File: src/rtl/mem_arb_pkg.sv
// Shared types for the instruction/data memory port arbiter.
//   arb_state_t     : arbiter FSM states
//   owner_t         : which requester owns the in-flight transaction
//   DEF_TIMEOUT_CYC : default response timeout, in cycles spent in RESP
package mem_arb_pkg;

  typedef enum logic [1:0] {
    IDLE,
    REQ,
    RESP
  } arb_state_t;

  typedef enum logic {
    OWN_I,
    OWN_D
  } owner_t;

  localparam int DEF_TIMEOUT_CYC = 64;

endpackage

File: src/rtl/arb2_rr.sv
// Two-way arbiter between the fetch port and the data port.
// Grant is combinational; the "last served" pointer is a register that
// moves only when the memory actually accepts a transaction.
//   clk, reset      : clock, asynchronous active-high reset
//   i_fetch_req     : fetch port is requesting
//   i_data_req      : data port is requesting
//   i_accept        : memory accepted the current transaction this cycle
//   i_accept_owner  : owner of the accepted transaction
//   o_any           : at least one port is requesting
//   o_winner        : port that would win if sampled now
module arb2_rr
  import mem_arb_pkg::*;
#(
  parameter int DATA_PRIO = 1
) (
  input  logic   clk,
  input  logic   reset,
  input  logic   i_fetch_req,
  input  logic   i_data_req,
  input  logic   i_accept,
  input  owner_t i_accept_owner,
  output logic   o_any,
  output owner_t o_winner
);

  owner_t r_last;

  // NOTE: every output of an always_comb gets a default first, so no path
  // leaves it unassigned and no latch is inferred.
  always_comb begin
    o_any    = i_fetch_req | i_data_req;
    o_winner = OWN_D;
    if (i_fetch_req && i_data_req) begin
      // Ties: data always wins in priority mode, otherwise the port not
      // served last wins.
      o_winner = ((DATA_PRIO != 0) || (r_last == OWN_I)) ? OWN_D : OWN_I;
    end else if (i_fetch_req) begin
      o_winner = OWN_I;
    end
  end

  // Reset value OWN_I makes data win the first tie in round-robin mode.
  // NOTE: sequential state is written with non-blocking assignments only, so
  // every flop samples the pre-edge values of its inputs.
  always_ff @(posedge clk or posedge reset) begin
    if (reset) begin
      r_last <= OWN_I;
    end else if (i_accept) begin
      r_last <= i_accept_owner;
    end
  end

endmodule

File: src/rtl/imem_dmem_arbiter.sv
// Shares one memory port (proc_req / mem_ready / valid) between the fetch
// unit and the load/store unit. One winner is latched in IDLE, presented to
// memory in REQ until mem_ready, and its response is routed back in RESP.
// A fetch can be flushed (its response is dropped) and a missing response
// is aborted after TIMEOUT_CYC cycles with a bus_err pulse.
//   clk, reset                    : clock, asynchronous active-high reset
//   i_req/i_addr/i_flush          : fetch request, address, kill
//   i_gnt/i_rvalid/i_rdata        : fetch accept pulse, response pulse, data
//   d_req/d_we/d_addr/d_wdata/d_be: data request and payload
//   d_gnt/d_rvalid/d_rdata        : data accept pulse, response pulse, data
//   bus_err                       : timeout abort pulse
//   proc_req/we/Add/Wdata/be      : request to memory
//   mem_ready/valid/Rdata         : memory accept, response valid and data
module imem_dmem_arbiter
  import mem_arb_pkg::*;
#(
  parameter int bits        = 32,
  parameter int DATA_PRIO   = 1,
  parameter int TIMEOUT_CYC = DEF_TIMEOUT_CYC  // must be >= 2
) (
  input  logic                clk,
  input  logic                reset,
  input  logic                i_req,
  input  logic [bits-1:0]     i_addr,
  input  logic                i_flush,
  output logic                i_gnt,
  output logic                i_rvalid,
  output logic [bits-1:0]     i_rdata,
  input  logic                d_req,
  input  logic                d_we,
  input  logic [bits-1:0]     d_addr,
  input  logic [bits-1:0]     d_wdata,
  input  logic [bits/8-1:0]   d_be,
  output logic                d_gnt,
  output logic                d_rvalid,
  output logic [bits-1:0]     d_rdata,
  output logic                bus_err,
  output logic                proc_req,
  output logic                we,
  output logic [bits-1:0]     Add,
  output logic [bits-1:0]     Wdata,
  output logic [bits/8-1:0]   be,
  input  logic                mem_ready,
  input  logic                valid,
  input  logic [bits-1:0]     Rdata
);

  localparam int BE_W  = bits / 8;
  localparam int CNT_W = $clog2(TIMEOUT_CYC);

  arb_state_t        r_state;
  owner_t            r_owner;
  logic [bits-1:0]   r_addr;
  logic [bits-1:0]   r_wdata;
  logic [BE_W-1:0]   r_be;
  logic              r_we;
  logic              r_proc_req;
  logic              r_kill;
  logic [CNT_W-1:0]  r_cnt;
  logic              r_i_rvalid;
  logic              r_d_rvalid;
  logic [bits-1:0]   r_i_rdata;
  logic [bits-1:0]   r_d_rdata;

  logic              w_any;
  owner_t            w_winner;
  logic              w_accept;
  logic              w_timeout;
  logic              w_flush_hit;

  arb2_rr #(
    .DATA_PRIO(DATA_PRIO)
  ) u_arb (
    .clk           (clk),
    .reset         (reset),
    .i_fetch_req   (i_req),
    .i_data_req    (d_req),
    .i_accept      (w_accept),
    .i_accept_owner(r_owner),
    .o_any         (w_any),
    .o_winner      (w_winner)
  );

  assign w_accept    = (r_state == REQ) && mem_ready;
  // A valid in the last allowed cycle still wins over the abort.
  assign w_timeout   = (r_state == RESP) && !valid &&
                       (r_cnt == CNT_W'(TIMEOUT_CYC - 1));
  assign w_flush_hit = i_flush && (r_owner == OWN_I) && (r_state != IDLE);

  always_ff @(posedge clk or posedge reset) begin
    if (reset) begin
      r_state    <= IDLE;
      r_owner    <= OWN_I;
      r_addr     <= '0;
      r_wdata    <= '0;
      r_be       <= '0;
      r_we       <= 1'b0;
      r_proc_req <= 1'b0;
      r_kill     <= 1'b0;
      r_cnt      <= '0;
      r_i_rvalid <= 1'b0;
      r_d_rvalid <= 1'b0;
      r_i_rdata  <= '0;
      r_d_rdata  <= '0;
    end else begin
      r_i_rvalid <= 1'b0;
      r_d_rvalid <= 1'b0;
      case (r_state)
        IDLE: begin
          r_kill <= 1'b0;
          if (w_any) begin
            r_owner    <= w_winner;
            r_proc_req <= 1'b1;
            r_state    <= REQ;
            if (w_winner == OWN_D) begin
              r_addr  <= d_addr;
              r_we    <= d_we;
              r_wdata <= d_wdata;
              r_be    <= d_be;
            end else begin
              r_addr  <= i_addr;
              r_we    <= 1'b0;
              r_wdata <= '0;
              r_be    <= '1;
            end
          end
        end
        REQ: begin
          if (w_flush_hit) r_kill <= 1'b1;
          if (mem_ready) begin
            r_proc_req <= 1'b0;
            r_cnt      <= '0;
            r_state    <= RESP;
          end
        end
        RESP: begin
          if (w_flush_hit) r_kill <= 1'b1;
          r_cnt <= r_cnt + 1'b1;
          if (valid) begin
            r_state <= IDLE;
            if (r_owner == OWN_D) begin
              r_d_rvalid <= 1'b1;
              r_d_rdata  <= Rdata;
            end else if (!r_kill && !i_flush) begin
              // A flush arriving together with valid also drops the data.
              r_i_rvalid <= 1'b1;
              r_i_rdata  <= Rdata;
            end
          end else if (w_timeout) begin
            r_state <= IDLE;
          end
        end
        default: r_state <= IDLE;
      endcase
    end
  end

  assign i_gnt    = w_accept && (r_owner == OWN_I);
  assign d_gnt    = w_accept && (r_owner == OWN_D);
  assign bus_err  = w_timeout;
  assign i_rvalid = r_i_rvalid;
  assign i_rdata  = r_i_rdata;
  assign d_rvalid = r_d_rvalid;
  assign d_rdata  = r_d_rdata;
  assign proc_req = r_proc_req;
  assign we       = r_we;
  assign Add      = r_addr;
  assign Wdata    = r_wdata;
  assign be       = r_be;

endmodule
File: config.mk
export PLATFORM = sky130hd
export DESIGN_NAME = imem_dmem_arbiter
export DESIGN_NICKNAME = d
export VERILOG_FILES = /design/src/rtl/mem_arb_pkg.sv /design/src/rtl/arb2_rr.sv /design/src/rtl/imem_dmem_arbiter.sv
export SDC_FILE = /design/constraint.sdc
export NUM_CORES = 1
export LEC_CHECK = 0
export CORE_ASPECT_RATIO = 0.7
export CORE_MARGIN = 2
export CORE_UTILIZATION = 41
export CTS_BUF_LIST = sky130_fd_sc_hd__clkbuf_16
export DETAILED_ROUTE_END_ITERATION = 10
export PLACE_DENSITY = 0.8
export SYNTH_ARGS = -nofsm -noshare
export SYNTH_HDL_FRONTEND = slang
export SYNTH_HIERARCHICAL = 1
export SYNTH_SLANG_ARGS = --single-unit
File: constraint.sdc
create_clock -name clk -period 6.2 [get_ports clk]
set_clock_uncertainty 0.05 [all_clocks]
set_input_delay 1.24 -clock clk [delete_from_list [all_inputs] [get_ports clk]]
set_output_delay 1.24 -clock clk [all_outputs]
set_load 0.02 [all_outputs]
== Word level (Yosys, flattened, before mapping) ==
Index checks and enable logic that the tools add are counted.

* Register bits: 146
* Input port bits: 140

* $add $sub $neg: 1
* Equality and inequality tests: 7
* Mux-type cells: 25
* Bitwise logic cells: 2
* Reduce and logical (&&, ||, !) cells: 25

{| class="wikitable"
|+ Operators by type and width
! cell !! count
|-
| two-way mux 32 bit || 2
|-
| two-way mux 1 bit || 13
|-
| case mux 6 bit (2 select lines) || 1
|-
| logical AND 1 bit || 9
|-
| AND reduction 3 bit || 3
|-
| two-way mux 2 bit || 4
|-
| nonzero test 2 bit || 4
|-
| adder 6 x 1 -> 6 bit, second input constant || 1
|-
| == test 6 bit, second input constant || 1
|-
| two-way mux 6 bit || 1
|-
| case mux 2 bit (3 select lines) || 1
|-
| AND reduction 2 bit || 3
|-
| two-way mux 4 bit || 1
|-
| != test 2 x 1 -> 1 bit, second input constant || 2
|-
| case mux 1 bit (2 select lines) || 2
|-
| AND reduction 4 bit || 1
|-
| logical NOT 1 bit || 3
|-
| != test 3 bit, second input constant || 1
|-
| == test 2 x 1 -> 1 bit, second input constant || 1
|-
| == test 2 bit, second input constant || 1
|-
| logical NOT 2 bit || 1
|-
| != test 2 bit, second input constant || 1
|-
| OR reduction 2 bit || 1
|-
| NOT 1 bit || 1
|-
| bitwise OR 1 bit || 1
|}

== Longest topological paths before layout ==
Gate-level depths: netlist of run 1.

* Word-level depth: 6
* Gate-level depth with buffers: 7
* Depth with buffers taken out: 6

== Modules after synthesis ==
Netlist of run 1, hierarchy kept.

{| class="wikitable"
|+ Modules (own cells, without submodules)
! module !! instances !! cells each !! area each (um^2) !! seq. area each (um^2)
|-
| imem_dmem_arbiter || 1 || 509 || 5,987.0 || 3,653.5
|-
| arb2_rr || 1 || 2 || 12.5 || 0.0
|}

== Worst setup path before layout of run 1 ==
No wires, ideal clock.

* Kind: input port to output port
* From: input port valid
* To: output port bus_err
* Arrival time: 1,959 ps
* Data required time: 4,910 ps
* Setup slack: 2,951 ps
* Cell stages on the path: 1
* Buffers on the path: 0
* Cell sequence: nor4_1

* Longest elaborated chain between the ends: 3

{| class="wikitable"
|+ RTL lines
! element !! RTL line !! text
|-
| from (decl) || imem_dmem_arbiter.sv:44 || <nowiki>input logic valid,</nowiki>
|-
| logical NOT 1 bit || imem_dmem_arbiter.sv:86 || <nowiki>assign w_timeout = (r_state == RESP) && !valid &&</nowiki>
|-
| logical AND 1 bit (2 in a row) || imem_dmem_arbiter.sv:86 ||
|-
| to (decl) || imem_dmem_arbiter.sv:37 || <nowiki>output logic bus_err,</nowiki>
|}

Every way passes these cells.

== Worst setup path after layout of run 1 ==
Ends and elaborated chain as after synthesis.

==> results of run 1 <==
-- flip-flops by register name, summed over array words and instances, names as in the netlist --
name and flops:
Wdata 32, i_rdata 32, d_rvalid 1, be 4, d_rdata 32, r_state 2, r_kill 1, r_cnt 6
Add 32, i_rvalid 1, r_owner 1, proc_req 1, we 1
-- synthesized netlist by cell type --
master       n
dfrtp_1    146
nand2_1    110
mux2_2      65
o21ai_0     41
nand3_1     38
mux2i_1     33
clkbuf_1    16
inv_1       12
buf_2       10
nor2_1       6
a31oi_1      5
ha_1         5
buf_6        4
nand2b_1     4
o31ai_1      3
and2_0       2
and2_1       2
a22o_1       1
a32o_1       1
nand2_4      1
nand3b_1     1
nor2b_1      1
nor4_1       1
nor4_4       1
o2bb2ai_1    1
or2_1        1
-- kinds of logic (layout without fill, tap and decap cells) --
family / count (synthesis) / count (layout) / share of synthesized area (%)
fa+ha+maj: 5 / 5 / 1.04
compound gates: 52 / 52 / 4.78
simple gates: 168 / 168 / 12.2
buf+inv: 42 / 326 / 3.34
mux: 98 / 98 / 17.7
flops: 146 / 146 / 60.9
-- worst register-to-register path, cell delays in order, from the launching register on --
cell and delay, ns:
dfrtp_1 0.39, inv_1 0.08, ha_1 0.26, nand2_2 0.29, buf_4 0.61, o21ai_0 0.29
-- final timing paths --
path | from | endpoint | slack [ns] | cells after the start
worst max-delay path | valid | bus_err | 2.09 | 3
worst min-delay path | Wdata[17] | Wdata[17] | 0.42 | 2
worst max register to register | r_state[0] | Add[30] | 4.07 | 5
worst min register to register | Wdata[17] | Wdata[17] | 0.42 | 2
max in group asynchronous | reset | d_rdata[4] | 3.63 | 3
min in group asynchronous | reset | Wdata[11] | 1.39 | 2
-- power breakdown --
part	total (mW)	switching [mW]	internal, mW	leakage, nW
Combinational	2.18	1.13	1.05	2.25
Clock	1.03	0.422	0.604	0.281
Sequential	1.60	0.232	1.37	1.82
Total	4.81	1.78	3.02	4.35
-- metal layers --
layer	part of all wire (%)	track usage, %	vias up
met2	50	36.1	162
li1	-	-	2285
met4	1.8	7.89	0
met5	0	0	-
met3	7.4	6.64	25
met1	41	26.3	2358
-- layout make-up --
type,instances,share of cell area [%]
Inverter,12,0.526
Timing Repair Buffer,282,29.6
Multi-Input combinational cell,323,22.7
Clock buffer,17,4.47
Tap cell,190,2.50
Clock inverter,15,1.83
Sequential cell,146,38.4
-- through the flow --
stage | cells | total power [mW] | cell area, um^2 | worst slack, ns | hold slack (ns)
floorplan | 511 | 2.70 | 6000 | 0.987 | 0.416
global placement | 953 | 3.74 | 8910 | 2.18 | 0.401
detailed placement | 953 | 3.81 | 8910 | 2.10 | 0.407
CTS | 985 | 4.86 | 9510 | 2.10 | 0.422
global route | 985 | 5.08 | 9510 | 1.99 | 0.442
finish | 985 | 4.81 | 9510 | 2.09 | 0.417
==> out/qor_table.md, run 1 <==
| Item | Reported |
|:---|:---|
| Outcome | complete, no violations |
| Number of clock sinks | 146 |
| Sort of element at the end of the critical path | output port |
| Max FO, Critical Path | 4 |
| Placer Congestion | 0.811 |
| Sequential element share of the synthesized area | 60.9% |
| Routed vias/inst | 4.90 |
| Max-cap violation count | 0 |
| Number of hold buffers added after CTS | 0 |
| Initial Utilization | 42.6% |
| Leakage power | 4.35 nW |
| TritonCTS clock tree | done |
| Pin count of the biggest net entering global routing | 110 |
| DRC | 0 |
| Fraction of final layout cells sized beyond drive strength 1 | 13.5% |
| Nets in the synthesized netlist | 656 |
| Root Buffer | clkbuf_16 |
| Number of global-route vias before repair | 5020 |
| Cts bufs inserted | 17 |
| Final core utilization | 67.5% |
| Combined flip-flop and latch cell area | 0.00365 mm^2 |
| Final-layout setup total negative slack | 0 ns |
| Biggest area contributors in the synthesized netlist | dfrtp_1 (61%), mux2_2 (12%), nand2_1 (6.9%), mux2i_1 (5.5%), o21ai_0 (3.4%) |
| Number of setup violations in the final report | 0 |
| Synth-to-Final Area Change | 58.5% |
| Clock-pin slew on the worst setup and hold paths | 0.06 ns |
| Total wire length after detailed routing | 16.3 mm |
| Worst path most repeated cell | clkdlybuf4s50_1 |
| Synth area leader | dfrtp_1 |
| Buffers plus inverters on the worst setup path | 2 |
| Die height | 105 um |
| Number of nets in the finished design | 927 |
| Total gr overflow | 0 |
| Leading cell type in the layout, fill and taps excluded | clkdlybuf4s50_1 |
| Final Hold Vio Count | 0 |
| Full die area | 0.0156 mm^2 |
| Starting DRT DRC Count | 158 |
| Pwr Density | 505 mW/mm^2 |
| Final worst-path cycle share | 66.3% |
| Worst Path Required | 4.91 ns |
| Commonest cells after routing, fill and taps aside | clkdlybuf4s50_1 (278), dfrtp_1 (146), nand2_1 (109) |
| Postcts setup bufs | 0 |
| Clock insertion delay at the later pin of the skew report | 0.41 ns |
| Top achievable clock speed | 0.243 GHz |
| Core Area | 0.0141 mm^2 |
| Slowest library cell on the worst path | clkdlybuf4s50_1 |
| Fill count | 1058 |
| Unrepaired setup endpoints after global routing | no |
| Worst Setup Start Kind | input port |
| Minimum period implied by the final worst setup slack | 4.11 ns |
| Maximum buffer depth of the clock tree | 2 |
| Number of unique standard cell types used by synthesis | 26 |
| Largest stage delay on the critical path | 0.67 ns |
| Combined area of all synthesized cells | 0.00600 mm^2 |
| Number of antenna violations at the first check in global routing | 0 |
| Count of buffers inserted at the top-level ports | 278 |
| HP Class | flop to flop |
| Critical path's top delay family | buffers and inverters |
| Final max-slew violation count | 0 |
| Critical-path cell list | clkdlybuf4s50_1, nor4_1, clkdlybuf4s50_1 |
| DR pass1 iterations | 4 |
| Global-route wire length before repair | 26.3 mm |
| Count of pins on the block boundary | 279 |
| Post-DRT Antenna Nets | 0 |
| Syn. warnings | 6 |
| Global router's overall resource usage | 21.6% |
| Average cell area after synthesis | 11.7 um^2 |
| Clock H-tree levels | 4 |
| Diodes inserted | 0 |
| Max-slew headroom | 35.0% |
| Post-cts repair resize count | 0 |
| DPL Wire Length | 12.0 mm |
| Flip-flop and latch count after synthesis | 146 |
| Setup Crit Path Kind | input port to output port |
| Measured slew at the worst slew-check pin | 0.976 ns |
| Width of the die | 149 um |
| Row Count | 36 |
| Post-detailed-route wirelength per cell | 16.5 um |
| Peak ir drop on the vdd network | 277 uV |
| Area share of the leading cell type in the synthesized netlist | 60.9% |
| Number of vias after detailed routing | 4830 |
| Critical path arrival | 2.82 ns |
| Area occupied by multi-input gates | 0.00216 mm^2 |
| Synthesized instance count | 511 |
(Power assumes the default switching activity.)
==> inputs of run 2 (changes only) <==
- CORE_UTILIZATION: 41 -> 37
- PLACE_DENSITY: 0.8 -> 0.76
- clock period: 6.2 -> 3.5 ns (I/O delays scaled with it)
==> run 2 against run 1 <==
  * Cell area about the same
  * Sequential power increased by 77%
  * First-iteration DRC count increased by 36%
  * Global-route usage decreased by 2.6 points
  * Largest cell class unchanged
  * Sequential share of layout area about the same
==> out/qor_table.md, run 2 (synthesized netlist as in run 1, its figures left out) <==
| Item | Reported |
|:---|:---|
| Reg2Reg Setup Slack | 1.07 ns |
| WHS Path Cells | 2 |
| Max FO, Critical Path | 9 |
| Number of antenna violations at the first check in global routing | 0 |
| HP Class | flop to flop |
| Width of the die | 156 um |
| Starting DRT DRC Count | 215 |
| DRC | 0 |
| Pin count of the biggest net entering global routing | 83 |
| Number of vias after detailed routing | 4786 |
| Slowest library cell on the worst path | clkdlybuf4s50_1 |
| Number of clock sinks | 146 |
| TritonCTS clock tree | done |
| Cts bufs inserted | 17 |
| Postcts setup bufs | 0 |
| Worst Setup Start Kind | flop |
| Number of setup violations in the final report | 0 |
| Full die area | 0.0173 mm^2 |
| Endpoint of the worst setup timing path | bus_err |
| Clock insertion delay at the later pin of the skew report | 0.41 ns |
| Number of nets in the finished design | 930 |
| Buffers plus inverters on the worst setup path | 3 |
| Top achievable clock speed | 0.313 GHz |
| Commonest cells after routing, fill and taps aside | clkdlybuf4s50_1 (278), dfrtp_1 (146), nand2_1 (109) |
| Pre-CTS setup slack | 0.470 ns |
| Cell area after layout | 0.00951 mm^2 |
| Peak ir drop on the vdd network | 376 uV |
| Final-layout setup total negative slack | 0 ns |
| Outcome | complete, no violations |
| Minimum period implied by the final worst setup slack | 3.20 ns |
| Maximum buffer depth of the clock tree | 2 |
| Final non-filler cell total | 998 |
| Critical-path cell list | inv_1, ha_1, inv_1, nor4_1, clkdlybuf4s50_1 |
| Critical path arrival | 2.45 ns |
| Reg-to-reg startpoint | r_state[0] |
| Post-detailed-route wirelength per cell | 16.2 um |
| DPL Wire Length | 12.1 mm |
| Min setup slack post-route | 0.304 ns |
| DR pass1 iterations | 4 |
| Leading cell type in the layout, fill and taps excluded | clkdlybuf4s50_1 |
| Core Area | 0.0157 mm^2 |
| Synth-to-Final Area Change | 58.5% |
| Fraction of final layout cells sized beyond drive strength 1 | 13.2% |
| Cell depth of the worst flop-to-flop path | 4 |
| Placement Cell Area | 0.00899 mm^2 |
| Setup Crit Path Kind | flop to output port |
| Diodes inserted | 0 |
| Worst path most repeated cell | inv_1 |
| Placer Congestion | 0.791 |
| First element of the critical path | r_state[0] |
| Leakage power | 4.35 nW |
| Global router's overall resource usage | 19.0% |
| Final worst-path cycle share | 91.3% |
| WHS | 0.415 ns |
| Clock H-tree levels | 4 |
| Worst Path Required | 2.75 ns |
| Unrepaired setup endpoints after global routing | no |
| Root Buffer | clkbuf_16 |
| Count of buffers inserted at the top-level ports | 278 |
| Final Hold Vio Count | 0 |
| Measured slew at the worst slew-check pin | 0.901 ns |
| Clock-pin slew on the worst setup and hold paths | 0.06 ns |
| Cells after DPL | 966 |
| Routed vias/inst | 4.80 |
| Number of global-route vias before repair | 5055 |
| Critical Path Stages | 5 |
| Count of pins on the block boundary | 279 |
| Post-cts repair resize count | 0 |
| Worst reg2reg path endpoint | d_rdata[16] |
| Largest stage delay on the critical path | 0.69 ns |
| Critical path's top delay family | buffers and inverters |
| Max-slew headroom | 39.9% |
| Total wire length after detailed routing | 16.2 mm |
| Die height | 111 um |
| Sort of element at the end of the critical path | output port |
| Global-route wire length before repair | 26.0 mm |
| Max-cap violation count | 0 |
| Post-DRT Antenna Nets | 0 |
| Number of hold buffers added after CTS | 0 |
| Total gr overflow | 0 |
| Row Count | 38 |
| Final max-slew violation count | 0 |
| Initial Utilization | 38.2% |
| Pwr Density | 872 mW/mm^2 |
==> run 2: layout make-up <==
type                    instances  area [um^2]
clock buffers                  17          425
multi-input cells             323         2160
repair buffers                285         2870
clock inverters                15         97.6
well taps                     200          250
fillers                      1286         6180
inverters                      12         48.8
flip-flops and latches        146         3650
==> run 2: report_power, final <==
group / switching, mW / internal, mW
registers: 0.411 / 2.43
logic: 1.99 / 1.88
clock network: 0.690 / 0.898
==> run 2: worst min path at each step <==
| stage | start | end | slack (ns) |
|---|---|---|---|
| 6_report | Wdata[23] | Wdata[23] | 0.42 |
| 5_1_grt | Wdata[28] | Wdata[28] | 0.44 |
| 4_1_cts | Wdata[28] | Wdata[28] | 0.42 |
| 3_5_place_dp | Wdata[28] | Wdata[28] | 0.40 |
| 3_3_place_gp | Wdata[8] | Wdata[8] | 0.40 |
| 2_1_floorplan | r_cnt[1] | r_cnt[1] | 0.42 |
==> run 2: worst min-delay path: stages, from the launching register on <==
cell and delay (ns):
dfrtp_1 0.34, nand2_1 0.05, nand2_1 0.05
==> run 2: metrics by stage <==
stage / utilization [%] / power (mW)
final: 60.6 / 8.29
after global routing: 60.6 / 8.79
after CTS: 60.6 / 8.40
after detailed placement: 57.3 / 6.78
after global placement: 57.3 / 6.64
after floorplan: - / 4.79
==> run 2: routing by layer <==
layer	global-route usage [%]	up-vias	routed length (um)
li1	-	2283	-
met1	22.4	2313	6470
met2	33.2	168	8180
met3	5.26	22	1270
met4	6.85	0	261
met5	0	-	0
